`config.mk`:
```
export PLATFORM = sky130hd
export DESIGN_NAME = sub_serial_32
export DESIGN_NICKNAME = d
export VERILOG_FILES = /design/src/rtl/sub_serial_32.sv
export SDC_FILE = /design/constraint.sdc
export NUM_CORES = 1
export LEC_CHECK = 0
export BUFFER_PORTS_ARGS = -buffer_cell sky130_fd_sc_hd__buf_4
export CAP_MARGIN = 20
export CORE_ASPECT_RATIO = 1.2
export CORE_UTILIZATION = 39
export DETAILED_ROUTE_END_ITERATION = 7
export PLACE_DENSITY = 0.68
export SETUP_SLACK_MARGIN = 0.5
export SLEW_MARGIN = 20
export SYNTH_ARGS = -nofsm -noshare
export SYNTH_HDL_FRONTEND = slang
export SYNTH_SLANG_ARGS = --single-unit
```
`constraint.sdc`:
```
create_clock -name clk -period 9.8 [get_ports clk]
set_input_delay 0.98 -clock clk [delete_from_list [all_inputs] [get_ports clk]]
set_output_delay 0.98 -clock clk [all_outputs]
set_load 0.02 [all_outputs]
```
`src/rtl/sub_serial_32.sv`:
```
// rtl/sub_serial_32.sv - byte-serial 32-bit subtractor built on one 8-bit carry-lookahead slice
// Computes d = a + ~b + 1 one byte per clock, carrying the borrow in a register between slices.

module cla_8 (
    output logic [7:0] o_sum,
    output logic       o_cout,
    input  logic [7:0] i_a,
    input  logic [7:0] i_b,
    input  logic       i_cin
);
    logic [7:0] w_g;
    logic [7:0] w_p;
    logic [8:0] w_c;
    logic       w_term;

    assign w_g = i_a & i_b;
    assign w_p = i_a ^ i_b;

    // Each carry is formed directly from generate/propagate terms rather than rippled.
    always_comb begin
        w_c    = '0;
        w_term = 1'b0;
        w_c[0] = i_cin;
        for (int i = 0; i < 8; i++) begin
            w_term = i_cin;
            for (int k = 0; k <= i; k++) begin
                w_term = w_term & w_p[k];
            end
            w_c[i+1] = w_term;
            for (int j = 0; j <= i; j++) begin
                w_term = w_g[j];
                for (int k = j + 1; k <= i; k++) begin
                    w_term = w_term & w_p[k];
                end
                w_c[i+1] = w_c[i+1] | w_term;
            end
        end
    end

    assign o_sum  = w_p ^ w_c[7:0];
    assign o_cout = w_c[8];
endmodule

module sub_serial_32 (
    input  logic        clk,
    input  logic        rst,
    input  logic        start,
    input  logic [31:0] a,
    input  logic [31:0] b,
    output logic [31:0] d,
    output logic        bout,
    output logic        ovf,
    output logic        busy,
    output logic        done
);
    typedef enum logic [1:0] {
        S_IDLE = 2'd0,
        S_RUN  = 2'd1,
        S_DONE = 2'd2
    } state_t;

    state_t      r_state;
    state_t      w_next;
    logic        w_accept;
    logic        w_busy;
    logic        w_done;

    logic [31:0] r_a;
    logic [31:0] r_b;
    logic [31:0] r_d;
    logic        r_bout;
    logic        r_ovf;
    logic        r_carry;
    logic [1:0]  r_idx;

    logic [7:0]  w_a_slice;
    logic [7:0]  w_b_slice;
    logic [7:0]  w_sum;
    logic        w_cout;

    always_ff @(posedge clk) begin
        if (rst) begin
            r_state <= S_IDLE;
        end else begin
            r_state <= w_next;
        end
    end

    always_comb begin
        w_next   = r_state;
        w_accept = 1'b0;
        w_busy   = 1'b0;
        w_done   = 1'b0;
        case (r_state)
            S_IDLE: begin
                if (start) begin
                    w_accept = 1'b1;
                    w_next   = S_RUN;
                end
            end
            S_RUN: begin
                w_busy = 1'b1;
                if (r_idx == 2'd3) begin
                    w_next = S_DONE;
                end
            end
            S_DONE: begin
                w_done = 1'b1;
                if (start) begin
                    w_accept = 1'b1;
                    w_next   = S_RUN;
                end else begin
                    w_next = S_IDLE;
                end
            end
            default: w_next = S_IDLE;
        endcase
    end

    assign w_a_slice = r_a[{r_idx, 3'b000} +: 8];
    assign w_b_slice = ~r_b[{r_idx, 3'b000} +: 8];

    cla_8 u_cla (
        .o_sum  (w_sum),
        .o_cout (w_cout),
        .i_a    (w_a_slice),
        .i_b    (w_b_slice),
        .i_cin  (r_carry)
    );

    always_ff @(posedge clk) begin
        if (rst) begin
            r_a     <= '0;
            r_b     <= '0;
            r_d     <= '0;
            r_bout  <= 1'b0;
            r_ovf   <= 1'b0;
            r_carry <= 1'b0;
            r_idx   <= '0;
        end else if (w_accept) begin
            r_a     <= a;
            r_b     <= b;
            r_carry <= 1'b1;
            r_idx   <= '0;
        end else if (r_state == S_RUN) begin
            r_d[{r_idx, 3'b000} +: 8] <= w_sum;
            r_carry                   <= w_cout;
            if (r_idx == 2'd3) begin
                // Sign of the result comes from the slice being written now, not the stale byte.
                r_bout <= ~w_cout;
                r_ovf  <= (r_a[31] ^ r_b[31]) & (r_a[31] ^ w_sum[7]);
            end else begin
                r_idx <= r_idx + 2'd1;
            end
        end
    end

    assign d    = r_d;
    assign bout = r_bout;
    assign ovf  = r_ovf;
    assign busy = w_busy;
    assign done = w_done;
endmodule

```
Word level (Yosys, flattened, before mapping)
Cells that the tools add are included.

Flip-flop bits (word level): 103. Word-level logic and storage cells: 120. Input bits: 67.

Shifts and indexed selects: 4. Bitwise operators: 82. Reductions and logical operators: 8. Add/sub/neg operators: 2. Muxes and demuxes: 11. Equality and inequality tests: 5.

Operator list (number): $shiftx 32x6->8 (2); $and 1x1->1 (37); $or 1x1->1 (36); $bwmux 32 (1); $shift 8x7->32 const A (1); $shiftx 8x7->32 (1); $xor 8x8->8 (2); $and 8x8->8 (1); $not 8->8 (1); $mux 1 (7); $neg 5->7 (1); $pmux 2 s3 (1); $reduce_and 2->1 (3); $eq 2x2->1 const B (2); $mux 2 (2); $reduce_or 2->1 (2); $not 1->1 (3); $reduce_and 3->1 (1); $add 2x1->2 const B (1); $eq 2x1->1 const B (1); $logic_not 2->1 (1); $ne 2x1->1 const B (1); $ne 2x2->1 const B (1); $reduce_bool 2->1 (1); $xor 1x1->1 (2).

Depth between registers and ports, before layout
Depth in word-level cells: 21. Depth in mapped cells: 11.

Cells and area by module
A second synthesis with hierarchy kept.

Cells, all modules: 511. Area total of the unflattened synthesis: 4568.1 um2.

Modules (own cells, without submodules): sub_serial_32 (seq. area each 2062.0 um2, instances 1, cells each 473, area an instance 4250.3 um2); cla_8 (seq. area each 0.0 um2, instances 1, cells each 38, area an instance 317.8 um2).

Worst setup path after synthesis
OpenSTA, ideal clock, no wires.

Path kind: register -> register. Start point: register r_idx[1]. End point: register r_ovf, in the netlist ovf. Cell stages (with the launch flop): 11. Required time: 9.674 ns. Slack: 6.544 ns. Buffers on the path: 2. Setup time: 0.126 ns. Clock period less this slack: 3.256 ns. Data arrival time: 3.130 ns. Cells stage by stage: dfxtp_1 clkbuf_1 clkbuf_1 mux4_2 ha_1 ha_1 o21ai_0 a21oi_1 o31ai_1 and2_1 o211ai_1.

Word-level cells in the longest chain between the ends: 20. Elaborated cells on any way between the ends: 45.

RTL lines: from (decl) (line 74) `logic [1:0] r_idx;`; from (signal assigned) (line 153) `r_idx <= r_idx + 2'd1;`; $shiftx 32x6->8 (line 121) `assign w_b_slice = ~r_b[{r_idx, 3'b000} +: 8];`; $not 8->8 (line 121); $xor 8x8->8 (line 17) `assign w_p = i_a ^ i_b;`; $and 1x1->1 (7 in a row) (line 27) `w_term = w_term & w_p[k];`; $or 1x1->1 (7 in a row) (line 35) `w_c[i+1] = w_c[i+1] | w_term;`; $xor 8x8->8 (line 40) `assign o_sum = w_p ^ w_c[7:0];`; $xor 1x1->1 (line 151) `r_ovf <= (r_a[31] ^ r_b[31]) & (r_a[31] ^ w_sum[7]);`; $and 1x1->1 (line 151); to (signal assigned) (line 151); to (decl) (line 72) `logic r_ovf;`.

Parallel ways exist; a longest one is shown, timed or not. A chain may end at the register's enable or synchronous reset.

Worst setup path after layout
Start point: register r_idx[0]. End point: register r_ovf, in the netlist ovf.

Same word-level chain as after synthesis.

==> flow_metrics.tcl <==
set metrics [dict create \
    r2r-start "r_idx[0]" \
    wl_met3_um 482 \
    ir_drop_mv 0.0698 \
    postCtsResizedCells 0 \
    cts_tree "done" \
    synth_nets 588 \
    antennaDiodeCount 0 \
    postCtsSetupRepairBufs 0 \
    pwr-share-clk_pct 37.9 \
    r2r_end "ovf" \
    postSynthCellCount 505 \
    grt-ovfl-total 0 \
    fmax_ghz 0.267 \
    crit_path_frequent_cell "ha_1" \
    synthArstFlopShare_pct 0 \
    seqPwrFrac_pct 46.0 \
    internal-power_w 0.000720 \
    fin_nets 670 \
    finalWorstSetupSlack_ns 6.05 \
    grt_first_pass_wirelength_um 18100 \
    seq_area_frac_synth_pct 46.7 \
    gp_congestion 0.803 \
    cp_cell_sequence "buf_4, mux4_2, ha_1, ha_1, o21ai_0, a21oi_1, o31ai_1, and2_1, o211ai_1" \
    totalWireLength_um 10900 \
    die_w_um 99.1 \
    die_height_um 119 \
    drtPass1Iterations 5 \
    drt_iter0_markers 209 \
    ios 103 \
    drv_slew 0 \
    pwr_density_cell_nw_per_um2 178 \
    yosysWarnings 0 \
    wl_met1_um 4850 \
    p_comb_share_pct 16.1 \
    initial_core_util_pct 40.0 \
    skew_ns 0.00828 \
    r2r_setup_slack_ns 6.05 \
    cp.arrival_ns 3.98 \
    path_clk_slew_ns 0.07 \
    cts_inserted_buffers 9 \
    cp_slowest_cell "o31ai_1" \
    reg2reg_depth 9 \
    max_stage_delay_ns 0.84 \
    rows 42 \
    port_buffers 102 \
    drive_gt1_share_pct 24.0 \
    period_minus_slack_ns 3.75 \
    worstMarginPinSlew_ns 1.09 \
    synth_edf_count 0 \
    placed_cells 708 \
    crit_path_max_fanout 18 \
    hold_end "r_a[2]" \
    p_sw_share_pct 27.0 \
    worstSetupPathType "reg -> reg" \
    setup_tns_ns 0 \
    power_leakage_nw 2.23 \
    cap_violations 0 \
    hpwl_um 7880 \
    hold_slack_ns 0.454 \
    relSlewSlack_pct 26.9 \
    report.final.hold_viol_count 0 \
    postRouteAntennaNets 0 \
    cts_hold_buf 0 \
    p_sw_w 0.000266 \
    cts_root_buf "clkbuf_16" \
    yosys_most_used_dff "dfxtp_1" \
    cts_buffer_depth 2 \
    period_share_pct 38.3 \
    place_ws_ns 6.09 \
    grt_usage_pct 19.5 \
    route.detailed.drc 0 \
    endpoint_kind "register" \
    min_from "r_a[2]" \
    status "finished, final reports clean" \
    required_ns 10.03 \
    setup_viol_count_final 0 \
    core_area_um2 11000 \
    startpoint_type "register" \
    met2_length_um 5350 \
    grt_pass1_vias 3709 \
    holdPathStages 2 \
    startpoint "r_idx[0]" \
    grt_max_degree 108 \
    grt_antenna_before_repair 0 \
    clock-sinks 103 \
    vias_per_cell 5.28 \
    ys_seq_elements 103 \
    wl_per_cell_um 15.0 \
    die_area_um2 11700 \
    avgSynthCellArea_um2 8.74 \
    syn_to_final_growth_pct 25.8 \
    num_vias 3820 \
    holdCritPathClass "reg -> reg" \
    top_layer "met4" \
    synth_area_um2 4410 \
    synth.distinct_cells 41 \
    layoutNonFillerInstCount 724 \
    rsz0062_at_grt "false" \
    cts-htree-levels 3 \
    clock_latency_ns 0.35 \
]
## power by group through the flow
| stage | logic, W | clock network, W | registers, W |
|---|---|---|---|
| after detailed placement | 0.000158 | 0 | 0.000463 |
| final | 0.000159 | 0.000374 | 0.000454 |
| after CTS | 0.000158 | 0.000380 | 0.000454 |
| after global routing | 0.000176 | 0.000396 | 0.000456 |
| after global placement | 0.000152 | 0 | 0.000463 |
| after floorplan | 0.0000998 | 0 | 0.000462 |
## Yosys cell counts, types with 2 or more instances
library cell	count	share of area (%)
nor3_1	6	0.68
mux4_2	16	8.2
o21a_1	2	0.34
a32oi_1	8	1.6
inv_1	13	1.1
dfxtp_1	103	47
buf_1	4	0.34
nand4_1	3	0.43
ha_1	15	4.3
nor2_1	32	2.7
a21oi_1	72	8.2
clkbuf_1	26	2.2
nand2_2	2	0.28
nor2b_1	3	0.43
nand2_1	137	12
nand3b_1	6	1.0
a22oi_1	16	2.7
o31ai_1	6	1.0
xor2_1	3	0.60
or3_1	7	0.99
o211ai_1	2	0.34
o21ai_0	2	0.23
nand2b_1	3	0.43
## cells by family (layout without fill, tap and decap cells)
kind of cell | Yosys count | after routing | share of synthesized area, %
and+or+nand+nor | 207 | 207 | 20.0
AOI/OAI and AO/OA | 113 | 113 | 15.4
DFF | 103 | 103 | 46.7
buffers and inverters | 45 | 132 | 4.03
muxes | 17 | 17 | 8.39
adders and majority gates | 16 | 16 | 4.71
xor gates and xnor gates | 4 | 4 | 0.794
## state kept, by name (all words and copies together), names as in the netlist
name     cells
ovf          1
d           32
r_idx        2
r_b         32
r_state      2
bout         1
r_a         32
r_carry      1
## cells in the final DEF, fill, tap and decap left out, drive strengths merged, types with 6 or more instances in the layout
cell type / n
or3: 7
inv: 14
nand2: 140
a32oi: 8
buf: 103
mux4: 16
nor3: 6
a21oi: 72
nand3b: 6
a22oi: 16
nor2: 32
dfxtp: 103
o31ai: 6
clkbuf: 11
ha: 15
## critical path, delay by kind of cell, from the launching register on
kind | cells | cell delay (ns)
flops | 1 | 0.56
compound gates | 4 | 1.36
simple gates | 1 | 0.24
buf+inv | 1 | 0.37
mux | 1 | 0.58
fa+ha+maj | 2 | 0.51
## per-stage QoR
step	power (W)	utilization, %	area, um^2
6_report	0.000986	50.3	5550
5_1_grt	0.00103	50.3	5550
4_1_cts	0.000992	50.2	5540
3_5_place_dp	0.000621	47.4	5230
3_3_place_gp	0.000615	47.4	5230
2_1_floorplan	0.000562	-	4410
## worst max-delay path by stage
stage | to | slack (ns) | depth (start not counted)
4_1_cts | ovf | 6.06 | 9
3_3_place_gp | ovf | 6.30 | 9
2_1_floorplan | ovf | 6.54 | 10
6_report | ovf | 6.05 | 9
3_5_place_dp | ovf | 6.09 | 9
5_1_grt | bout | 5.68 | 9
## area by class of cell
| cell class | count | area (um^2) |
|---|---|---|
| Clock buffer | 11 | 253 |
| Clock inverter | 5 | 65.1 |
| Fill cell | 1041 | 5490 |
| Inverter | 13 | 48.8 |
| Multi-Input combinational cell | 357 | 2180 |
| Sequential cell | 103 | 2060 |
| Tap cell | 132 | 165 |
| Timing Repair Buffer | 103 | 773 |
## metal layers
layer	up-vias	GRT usage [%]
met5	-	0
met4	0	7.17
met3	16	3.08
met2	117	32.7
met1	1791	25.4
li1	1896	-
Power figures use the tool's default switching activity.
